File: src/rtl/integral_ctrl_pkg.sv
// Shared definitions for the integral controller.
//   state_e      : controller state encoding
//   DEF_*        : default widths / multiply latency
//   SAT_MAX/MIN  : clamp limits of the integral at the default ACC_W
//   prod_width() : width of the signed err x unsigned dt product
package integral_ctrl_pkg;

   typedef enum logic [1:0] {
      ST_IDLE = 2'd0,
      ST_MULT = 2'd1,
      ST_ADD  = 2'd2,
      ST_DONE = 2'd3
   } state_e;

   localparam int DEF_DATA_W   = 8;
   localparam int DEF_DT_W     = 4;
   localparam int DEF_ACC_W    = 16;
   localparam int DEF_MULT_LAT = 2;

   localparam int SAT_MAX = (2 ** (DEF_ACC_W - 1)) - 1;
   localparam int SAT_MIN = -(2 ** (DEF_ACC_W - 1));

   // dt is treated as unsigned, so one extra bit keeps the product signed.
   function automatic int prod_width(input int data_w, input int dt_w);
      return data_w + dt_w + 1;
   endfunction

endpackage

File: src/rtl/integral_ctrl_sat_adder.sv
// Combinational accumulate-and-clamp.
//   acc_i  : current signed integral (ACC_W)
//   prod_i : signed product to add (PROD_W)
//   sum_o  : acc_i + prod_i clamped to the signed ACC_W range
//   sat_o  : 1 when sum_o was clamped
module sat_adder #(
   parameter int ACC_W  = 16,
   parameter int PROD_W = 13
) (
   input  logic signed [ACC_W-1:0]  acc_i,
   input  logic signed [PROD_W-1:0] prod_i,
   output logic signed [ACC_W-1:0]  sum_o,
   output logic                     sat_o
);

   // One guard bit above the wider operand so the raw sum never wraps.
   localparam int SUM_W = ((PROD_W > ACC_W) ? PROD_W : ACC_W) + 1;

   logic signed [SUM_W-1:0] acc_x;
   logic signed [SUM_W-1:0] prod_x;
   logic signed [SUM_W-1:0] sum_x;
   logic [SUM_W-ACC_W:0]    top_bits;
   logic                    ovf;

   assign acc_x  = {{(SUM_W-ACC_W){acc_i[ACC_W-1]}}, acc_i};
   assign prod_x = {{(SUM_W-PROD_W){prod_i[PROD_W-1]}}, prod_i};
   assign sum_x  = acc_x + prod_x;

   // The sum fits in ACC_W bits only if every bit from the ACC_W sign bit
   // upward agrees.
   assign top_bits = sum_x[SUM_W-1:ACC_W-1];
   assign ovf      = !((&top_bits) | ~(|top_bits));

   always_comb begin
      sum_o = sum_x[ACC_W-1:0];
      sat_o = ovf;
      if (ovf) begin
         sum_o = sum_x[SUM_W-1] ? {1'b1, {(ACC_W-1){1'b0}}}
                                : {1'b0, {(ACC_W-1){1'b1}}};
      end
   end

endmodule

File: src/rtl/integral_ctrl.sv
// Sampled integrator: integral += err * dt, saturating.
//   clk, rst_n          : clock, async active-low reset
//   in_valid / in_ready : sample handshake (err, dt captured on acceptance)
//   clr                 : synchronous clear, aborts any sample in flight
//   hold                : blocks acceptance of new samples only
//   integral            : signed accumulated value
//   out_valid / sat     : one-cycle completion pulse, clamp flag with it
//   busy                : controller not idle
//
// state   | meaning
// --------+-----------------------------------------------
// IDLE    | waiting for a sample, in_ready may be high
// MULT    | product registered; counter paces MULT_LAT cycles
// ADD     | clamped sum written to the integral
// DONE    | raise out_valid (and sat) on the exit edge
module integral_ctrl
   import integral_ctrl_pkg::*;
#(
   parameter int DATA_W   = DEF_DATA_W,
   parameter int DT_W     = DEF_DT_W,
   parameter int ACC_W    = DEF_ACC_W,
   parameter int MULT_LAT = DEF_MULT_LAT
) (
   input  logic                     clk,
   input  logic                     rst_n,
   input  logic                     in_valid,
   output logic                     in_ready,
   input  logic signed [DATA_W-1:0] err,
   input  logic [DT_W-1:0]          dt,
   input  logic                     clr,
   input  logic                     hold,
   output logic signed [ACC_W-1:0]  integral,
   output logic                     out_valid,
   output logic                     sat,
   output logic                     busy
);

   localparam int PROD_W = prod_width(DATA_W, DT_W);
   localparam int CNT_W  = (MULT_LAT > 1) ? $clog2(MULT_LAT) : 1;

   state_e                    state_q;
   logic [CNT_W-1:0]          cnt_q;
   logic signed [DATA_W-1:0]  err_q;
   logic [DT_W-1:0]           dt_q;
   logic signed [PROD_W-1:0]  prod_q;
   logic signed [ACC_W-1:0]   integral_q;
   logic                      sat_pend_q;
   logic                      out_valid_q;
   logic                      sat_q;
   logic                      busy_q;

   logic signed [PROD_W-1:0]  err_x;
   logic signed [PROD_W-1:0]  dt_x;
   logic signed [PROD_W-1:0]  prod_d;
   logic signed [ACC_W-1:0]   integral_d;
   logic                      sat_d;

   assign err_x  = {{(DT_W+1){err_q[DATA_W-1]}}, err_q};
   assign dt_x   = {{DATA_W{1'b0}}, 1'b0, dt_q};
   assign prod_d = err_x * dt_x;

   sat_adder #(
      .ACC_W  (ACC_W),
      .PROD_W (PROD_W)
   ) u_sat_adder (
      .acc_i  (integral_q),
      .prod_i (prod_q),
      .sum_o  (integral_d),
      .sat_o  (sat_d)
   );

   // Gated by rst_n so nothing looks acceptable while reset is held.
   assign in_ready = rst_n & (state_q == ST_IDLE) & ~hold & ~clr;

   always_ff @(posedge clk or negedge rst_n) begin
      if (!rst_n) begin
         state_q     <= ST_IDLE;
         cnt_q       <= '0;
         err_q       <= '0;
         dt_q        <= '0;
         prod_q      <= '0;
         integral_q  <= '0;
         sat_pend_q  <= 1'b0;
         out_valid_q <= 1'b0;
         sat_q       <= 1'b0;
         busy_q      <= 1'b0;
      end else if (clr) begin
         state_q     <= ST_IDLE;
         cnt_q       <= '0;
         integral_q  <= '0;
         sat_pend_q  <= 1'b0;
         out_valid_q <= 1'b0;
         sat_q       <= 1'b0;
         busy_q      <= 1'b0;
      end else begin
         out_valid_q <= 1'b0;
         sat_q       <= 1'b0;
         case (state_q)
            ST_IDLE: begin
               if (in_valid && in_ready) begin
                  err_q   <= err;
                  dt_q    <= dt;
                  cnt_q   <= CNT_W'(MULT_LAT - 1);
                  state_q <= ST_MULT;
                  busy_q  <= 1'b1;
               end
            end
            ST_MULT: begin
               prod_q <= prod_d;
               if (cnt_q == '0) begin
                  state_q <= ST_ADD;
               end else begin
                  cnt_q <= cnt_q - CNT_W'(1);
               end
            end
            ST_ADD: begin
               integral_q <= integral_d;
               sat_pend_q <= sat_d;
               state_q    <= ST_DONE;
            end
            ST_DONE: begin
               // The pulse lands on the exit edge, giving MULT_LAT+2 latency.
               out_valid_q <= 1'b1;
               sat_q       <= sat_pend_q;
               sat_pend_q  <= 1'b0;
               state_q     <= ST_IDLE;
               busy_q      <= 1'b0;
            end
            default: begin
               state_q <= ST_IDLE;
               busy_q  <= 1'b0;
            end
         endcase
      end
   end

   assign integral  = integral_q;
   assign out_valid = out_valid_q;
   assign sat       = sat_q;
   assign busy      = busy_q;

endmodule

File: config.mk
export PLATFORM = sky130hd
export DESIGN_NAME = integral_ctrl
export DESIGN_NICKNAME = d
export VERILOG_FILES = /design/src/rtl/integral_ctrl_pkg.sv /design/src/rtl/integral_ctrl_sat_adder.sv /design/src/rtl/integral_ctrl.sv
export SDC_FILE = /design/constraint.sdc
export NUM_CORES = 1
export LEC_CHECK = 0
export CORE_MARGIN = 3
export CORE_UTILIZATION = 45
export DETAILED_ROUTE_END_ITERATION = 10
export MAX_ROUTING_LAYER = met4
export PLACE_DENSITY_LB_ADDON = 0.1
export RECOVER_POWER = 50
export SLEW_MARGIN = 20
export SYNTH_ARGS = -nofsm -noshare
export SYNTH_HDL_FRONTEND = slang
export SYNTH_SLANG_ARGS = --single-unit
File: constraint.sdc
create_clock -name clk -period 3.7 [get_ports clk]
set_input_delay 0.555 -clock clk [delete_from_list [all_inputs] [get_ports clk]]
set_output_delay 0.555 -clock clk [all_outputs]
set_load 0.02 [all_outputs]
==> results of run 1 <==
cell type report:
| type | count | share of cell area |
|---|---|---|
| clock buffer | 6 | 0.01768 |
| clock inverter | 2 | 0.003215 |
| inverter | 51 | 0.04099 |
| multi-input combinational | 326 | 0.5628 |
| sequential | 48 | 0.2577 |
| tap | 108 | 0.02893 |
| timing repair buffer | 45 | 0.08867 |
final timing paths:
check,slack [ns],depth (start not counted),to,start
worst max-delay path,0.24,14,prod_q[12],dt_q[2]
worst min-delay path,0.49,1,sat,sat_pend_q
worst max register to register,0.24,14,prod_q[12],dt_q[2]
worst min register to register,0.49,1,sat,sat_pend_q
max in group asynchronous,0.91,2,dt_q[3],rst_n
min in group asynchronous,1.17,2,out_valid,rst_n
power by group:
part / internal (W) / switching (W)
Combinational: 0.00132 / 0.00163
Sequential: 0.000692 / 0.000173
Clock: 0.000152 / 0.000201
per-stage QoR:
stage	instances	hold WS [ns]	area (um2)
after global routing	586	0.5169	4671
after CTS	584	0.3780	4647
final	586	0.4857	4671
after floorplan	437	0.2594	4068
after detailed placement	576	0.4641	4549
after global placement	576	0.4598	4549
flip-flops by register name, summed over array words and instances, names as in the netlist:
register and count:
busy 1, cnt_q 1, dt_q 4, err_q 8
integral 16, out_valid 1, prod_q 13, sat 1
sat_pend_q 1, state_q 2
cells in the final DEF, fill, tap and decap left out, drive strengths merged, types with 3 or more instances in the layout:
cell | synthesis | final
a211oi | 18 | 18
a21o | 7 | 7
a21oi | 21 | 21
and2 | 25 | 25
buf | 4 | 7
clkbuf | 8 | 9
clkdlybuf4s50 | 0 | 28
dfrtp | 48 | 48
dlygate4sd3 | 0 | 7
fa | 18 | 18
ha | 44 | 44
inv | 51 | 51
mux2 | 15 | 15
mux2i | 4 | 4
nand2 | 40 | 40
nand2b | 3 | 3
nand3 | 8 | 8
nor2 | 28 | 28
nor2b | 4 | 4
nor3 | 6 | 6
o21a | 5 | 5
o21ai | 17 | 17
o21bai | 5 | 5
o31ai | 3 | 3
o41ai | 3 | 3
or3 | 4 | 4
xnor2 | 18 | 18
xor2 | 3 | 3
worst reg2reg max path, cell delays in order, from the launching register on:
cell,delay (ns)
sky130_fd_sc_hd__dfrtp_2,0.45
sky130_fd_sc_hd__and2_1,0.15
sky130_fd_sc_hd__ha_1,0.28
sky130_fd_sc_hd__inv_1,0.05
sky130_fd_sc_hd__fa_1,0.51
sky130_fd_sc_hd__fa_1,0.54
sky130_fd_sc_hd__inv_1,0.04
sky130_fd_sc_hd__ha_1,0.33
sky130_fd_sc_hd__a21o_1,0.18
sky130_fd_sc_hd__a21oi_2,0.17
sky130_fd_sc_hd__o21a_1,0.15
sky130_fd_sc_hd__o21ai_0,0.09
sky130_fd_sc_hd__a31oi_1,0.20
sky130_fd_sc_hd__xnor2_1,0.13
sky130_fd_sc_hd__o21ai_0,0.08
logic make-up after synthesis:
group / after synthesis / synth area share
DFF: 48 / 0.2953
adders and majority gates: 62 / 0.2239
xor gates and xnor gates: 21 / 0.04522
AOI/OAI and AO/OA: 95 / 0.1646
and+or+nand+nor: 129 / 0.1575
muxes: 19 / 0.05137
buffers and inverters: 63 / 0.06213
what timing repair did:
item	CTS	global route
resized for setup	0	5
endpoints found under the setup margin	0	5
hold buffers	0	0
buffers inserted	0	2
routing by layer:
layer	up-vias	global-route usage	wire length [um]
met4	0	0.03579	65
met2	37	0.3053	4131
met1	1475	0.2156	3722
li1	1572	-	-
met5	-	-	0
met3	9	0.02630	222
==> summary.txt, run 1 <==
=======================================================================================
Synth Warn #                                                                          0
Leakage                                                                        2.265 nW
Async set-or-reset flop fraction in the synthesized netlist                       1.000
Synth Flop Type                                                            sky130_fd_sc_hd__dfrtp_1
Count of final setup violators                                                        0
Post-route clock period utilization                                              0.9353
Required time of the critical path                                              3.90 ns
Detailed-routing iteration count for the pre-antenna-repair pass                      4
First-pass GRT wire length                                                     14.11 mm
Flip-flop and latch area                                                       1204 um2
Row Count                                                                            34
# Max-Cap Violations                                                                  1
Worst Path Max Fanout                                                                 8
Overall die area                                                              10220 um2
IR drop worst, VDD                                                          0.0005885 V
Overall Global Routing Usage                                                     0.1752
P&R area growth vs syn                                                           14.83%
Vertical die dimension                                                         101.1 um
Master of the slowest instance on the critical path                        sky130_fd_sc_hd__fa_1
Share of synthesized area occupied by flip-flops and latches                     0.2953
Number of nets produced by synthesis                                                516
Initial antenna violation count                                                       0
Top achievable clock speed                                                    289.0 MHz
Antenna viol nets, final                                                              0
Cell taking the most area after synthesis                                  sky130_fd_sc_hd__dfrtp_1
Total design power                                                           0.004173 W
Portion of synthesized cell area occupied by the leading cell type               0.2953
Arrival time of data at the critical path endpoint                              3.66 ns
Via count of the first global-routing pass                                         3136
CTS tree                                                                            yes
Estimated wirelength of the detail-placed design                               6.240 mm
Type of destination of the critical path                                           flop
Slew at the pin with the worst max-slew slack                                  2.559 ns
Final wirelength                                                               8.141 mm
Routability congestion estimate                                                  0.8018
Clk_lat worst skew                                                              0.31 ns
Synth cell types                                                                     56
Fin Clk Skew                                                                0.005774 ns
Post-Synthesis Cells                                                                437
Maximum number of pins on one net before global-route repair                         49
Utilization after layout                                                         0.5330
Setup repair after global routing missed its margin                                  no
Average instance area after synthesis                                         9.308 um2
Average wire length per cell after detail routing                              13.89 um
Critical path class                                                          reg -> reg
Top Family by Delay on Critical Path                                        adder cells
Post-Route Setup TNS                                                               0 ns
Final-report hold violation count                                                     0
Min setup slack post-route                                                    0.2394 ns
Clock Tree Buf Depth                                                                  2
Status                                                                     finished with violations
Worst slack at placement                                                      0.1049 ns
Stage delay of the slowest cell on the critical path                            0.54 ns
CTS H-tree lvls                                                                       2
Synthesis-stage register bit count                                                   48
Clock Pin Slew Worst Setup and Hold Paths                                       0.10 ns
Drc violations                                                                        0
Worst setup SP type                                                                flop
Cell area after synthesis                                                      4068 um2
Most frequent cells after synthesis                                        sky130_fd_sc_hd__inv_1 (51), sky130_fd_sc_hd__dfrtp_1 (48), sky130_fd_sc_hd__ha_1 (44)
Filler Cell Count                                                                   809
Number of buffers inserted during clock tree synthesis                                5
Cell-by-cell trace of the critical path                                    and2_1 > ha_1 > inv_1 > fa_1 > fa_1 > inv_1 > ha_1 > a21o_1 > a21oi_2 > o21a_1 > o21ai_0 > a31oi_1 > xnor2_1 > o21ai_0
Count of pins over their slew limit                                                  49
Cell types occupying the most area after synthesis                         sky130_fd_sc_hd__dfrtp_1 (30%), sky130_fd_sc_hd__ha_1 (14%), sky130_fd_sc_hd__fa_1 (8.9%)
Failing checks                                                             capacitance limit, slew limit
Routed vias/inst                                                                  5.278
Antenna Cells                                                                         0
Class of the tightest hold or removal check                                  reg -> reg
Remaining max-slew budget at the tightest pin                                   -0.7061
Number of violations reported at the end of detailed-routing iteration 0             68
Horizontal extent of the die                                                   101.1 um
Overflow left after global routing                                                    0
Port-buffer cells                                                                    36
Clock sink count                                                                     48
Initial core utilization                                                         0.4642
Count of flip-flops with a built-in enable after synthesis                            0
Buffer cell driving the clock tree root                                    sky130_fd_sc_hd__clkbuf_8
Sum of buffers and inverters on the critical path                                     2
Routed via count                                                                   3093
Final Net Count                                                                     556
Core Footprint                                                                 8763 um2
Footprint of the multi-input gates                                             2629 um2
Final Critical Period                                                          3.461 ns
I/O pin count                                                                        37
Cell with the most instances after synthesis                               sky130_fd_sc_hd__inv_1
Power Density                                                              893.5 nW/um2
Ratio of cells with drive above 1 in the final layout                           0.09623
=======================================================================================
Note: power is estimated with default switching activity, not from simulation.
==> run 2, diff against run 1 <==
Settings changed: SETUP_SLACK_MARGIN from default to 0.5.
==> run 2 against run 1 <==
Net effect:
- the flow still finishes with violations (capacitance limit, slew limit)
- hold slack improved by 0.0075 ns
- clock power rose by 33%
- count of clock-buffer cells in the layout fell by 1
- first-iteration DRC count rose by 43%
- via count rose by 2.1%
- register-to-register slack improved by 0.15 ns
- sequential cell count did not move
- fmax rose by 4.5%
- highest routed layer unchanged
==> summary.txt, run 2 (synthesis gave the netlist of run 1 again) <==
=======================================================================================
Status                                                                     finished with violations
Failing checks                                                             capacitance limit, slew limit
Routability congestion estimate                                                  0.7943   -0.94%
Slew at the pin with the worst max-slew slack                                  2.628 ns   +0.06926 ns
Final Net Count                                                                     563   +1.3%
Arrival time of data at the critical path endpoint                              3.50 ns   -0.16 ns
Buffer cell driving the clock tree root                                    sky130_fd_sc_hd__clkbuf_8
Overall die area                                                              10220 um2   unchanged
CTS Hold Bufs                                                                         0   unchanged
Overall Global Routing Usage                                                     0.1826   +0.007422
Switching share of power                                                         0.4581   -0.02286
Min setup slack post-route                                                    0.3897 ns   +0.1503 ns
Count of final setup violators                                                        0   unchanged
Clock network fraction of total power                                             0.098   +0.013
Fin Clk Skew                                                                0.009240 ns   +0.003466 ns
Logic gate share of total power                                                   0.721   +0.013
CTS H-tree lvls                                                                       2   unchanged
Post-route clock period utilization                                              0.8947   -0.04063
Routed vias/inst                                                                  5.327   +0.93%
Final-report hold violation count                                                     0   unchanged
Remaining max-slew budget at the tightest pin                                   -0.7523   -0.04618
Overflow left after global routing                                                    0   unchanged
Final Critical Period                                                          3.310 ns   -0.1503 ns
Required time of the critical path                                              3.89 ns   about the same
# Max-Cap Violations                                                                  1   unchanged
Master of the slowest instance on the critical path                        sky130_fd_sc_hd__fa_1
Average wire length per cell after detail routing                              14.14 um   +1.8%
P&R area growth vs syn                                                           19.35%
Leakage                                                                        2.340 nW   +3.3%
Stage delay of the slowest cell on the critical path                            0.53 ns   about the same
Ratio of cells with drive above 1 in the final layout                            0.1443   +0.04810
Sequential power share                                                            0.181   -0.026
Critical path class                                                          reg -> reg
CTS tree                                                                            yes
Largest register FFs                                                                 16   unchanged
IR drop worst, VDD                                                          0.0005951 V   +1.1%
Sum of buffers and inverters on the critical path                                     3   +1
Final wirelength                                                               8.386 mm   +3.0%
Power Density                                                              982.0 nW/um2   +9.9%
Clk_lat worst skew                                                              0.30 ns   about the same
Clock Pin Slew Worst Setup and Hold Paths                                       0.10 ns   about the same
Worst setup SP type                                                                flop
Row Count                                                                            34   unchanged
Type of destination of the critical path                                           flop
First-pass GRT wire length                                                     14.65 mm   +3.8%
Antenna Cells                                                                         0   unchanged
Number of violations reported at the end of detailed-routing iteration 0             97   +43%
Clock sink count                                                                     48   unchanged
Port-buffer cells                                                                    36   unchanged
Drc violations                                                                        0   unchanged
Commonest cells after routing, fill and taps aside                         sky130_fd_sc_hd__inv_1 (47), sky130_fd_sc_hd__dfrtp_1 (46), sky130_fd_sc_hd__ha_1 (41), sky130_fd_sc_hd__nand2_1 (40), sky130_fd_sc_hd__clkdlybuf4s50_1 (27)
Initial core utilization                                                         0.4642   unchanged
Worst slack at placement                                                      0.2480 ns   +0.1431 ns
Post-Route Setup TNS                                                               0 ns   unchanged
Maximum number of pins on one net before global-route repair                         49   unchanged
Number of buffers inserted during clock tree synthesis                                5   unchanged
Routed via count                                                                   3159   +2.1%
Core Footprint                                                                 8763 um2   unchanged
I/O pin count                                                                        37   unchanged
Setup repair after global routing missed its margin                                 yes
Top achievable clock speed                                                    302.1 MHz   +4.5%
Detailed-routing iteration count for the pre-antenna-repair pass                      4   unchanged
Class of the tightest hold or removal check                                  reg -> reg
Net Sw Power                                                                 0.002184 W   +8.8%
Clock Tree Buf Depth                                                                  2   unchanged
Horizontal extent of the die                                                   101.1 um   unchanged
Cell-by-cell trace of the critical path                                    and2_4 > ha_4 > inv_2 > fa_1 > fa_1 > inv_2 > ha_4 > buf_12 > a21oi_4 > o21ai_2 > o211a_1 > o41ai_2 > mux2i_1 > nand3_1
Via count of the first global-routing pass                                         3166   +0.96%
Worst Path Max Fanout                                                                 8   unchanged
Vertical die dimension                                                         101.1 um   unchanged
Count of pins over their slew limit                                                  49   unchanged
Most common cell after layout, fill and taps aside                         sky130_fd_sc_hd__inv_1
Top Family by Delay on Critical Path                                        adder cells
Estimated wirelength of the detail-placed design                               6.440 mm   +3.2%
Initial antenna violation count                                                       0   unchanged
Internal power component                                                     0.002583 W   +19%
Antenna viol nets, final                                                              0   unchanged
=======================================================================================
run 2: worst register-to-register path, delay by kind of cell, from the launching register on:
family,cells,cell delay [ns]
buffers and inverters,3,0.20
flip-flops,1,0.46
adder cells (fa/ha/maj),4,1.46
AND/OR/NAND/NOR,2,0.24
AO/OA/AOI/OAI,4,0.61
multiplexers,1,0.24
run 2: path summary, 6_finish.rpt:
check,startpoint,to,slack [ns],cells after the start
worst min register to register,sat_pend_q,sat,0.49,1
worst max-delay path,dt_q[2],prod_q[11],0.39,14
worst min-delay path,sat_pend_q,sat,0.49,1
worst max register to register,dt_q[2],prod_q[11],0.39,14
min in group asynchronous,rst_n,integral[13],1.23,2
max in group asynchronous,rst_n,dt_q[2],0.76,2
run 2: metrics by stage:
stage	util	std cells	power [W]	area [um2]	hold WS (ns)
6_report	0.5540	593	0.004767	4855	0.4932
5_1_grt	0.5540	593	0.005317	4855	0.5251
4_1_cts	0.5501	590	0.004728	4821	0.4536
3_5_place_dp	0.5231	574	0.003941	4584	0.4706
3_3_place_gp	0.5231	574	0.003865	4584	0.4586
2_1_floorplan	-	437	0.003328	4118	0.2594
run 2: area by class of cell:
type                            instances  area (um2)
Multi-Input combinational cell        326        2703
Inverter                               51       191.4
Clock inverter                          3       68.82
Tap cell                              108       135.1
Sequential cell                        48        1204
Timing Repair Buffer                   52       484.2
Fill cell                             813        3909
Clock buffer                            5       68.82
run 2: power groups by stage:
| stage | clock [W] | sequential [W] | combinational [W] |
|---|---|---|---|
| 2_1_floorplan | 0 | 0.000839 | 0.00249 |
| 3_3_place_gp | 0 | 0.000871 | 0.00299 |
| 3_5_place_dp | 0 | 0.000882 | 0.00306 |
| 4_1_cts | 0.000487 | 0.000871 | 0.00337 |
| 5_1_grt | 0.000503 | 0.000897 | 0.00392 |
| 6_report | 0.000468 | 0.000863 | 0.00344 |
run 2: metal layers:
layer  vias to the layer above  wire [um]  GRT usage
li1                       1590          -          -
met1                      1509       3791     0.2198
met2                        50       4213     0.3154
met3                        10        215    0.02630
met4                         0        165    0.05624
met5                         -          0          -
run 2: timing repair:
action                     CTS  global route
pin swaps                   23             6
buffers inserted             8             3
setup endpoints to repair    5             6
resized for setup           15             6
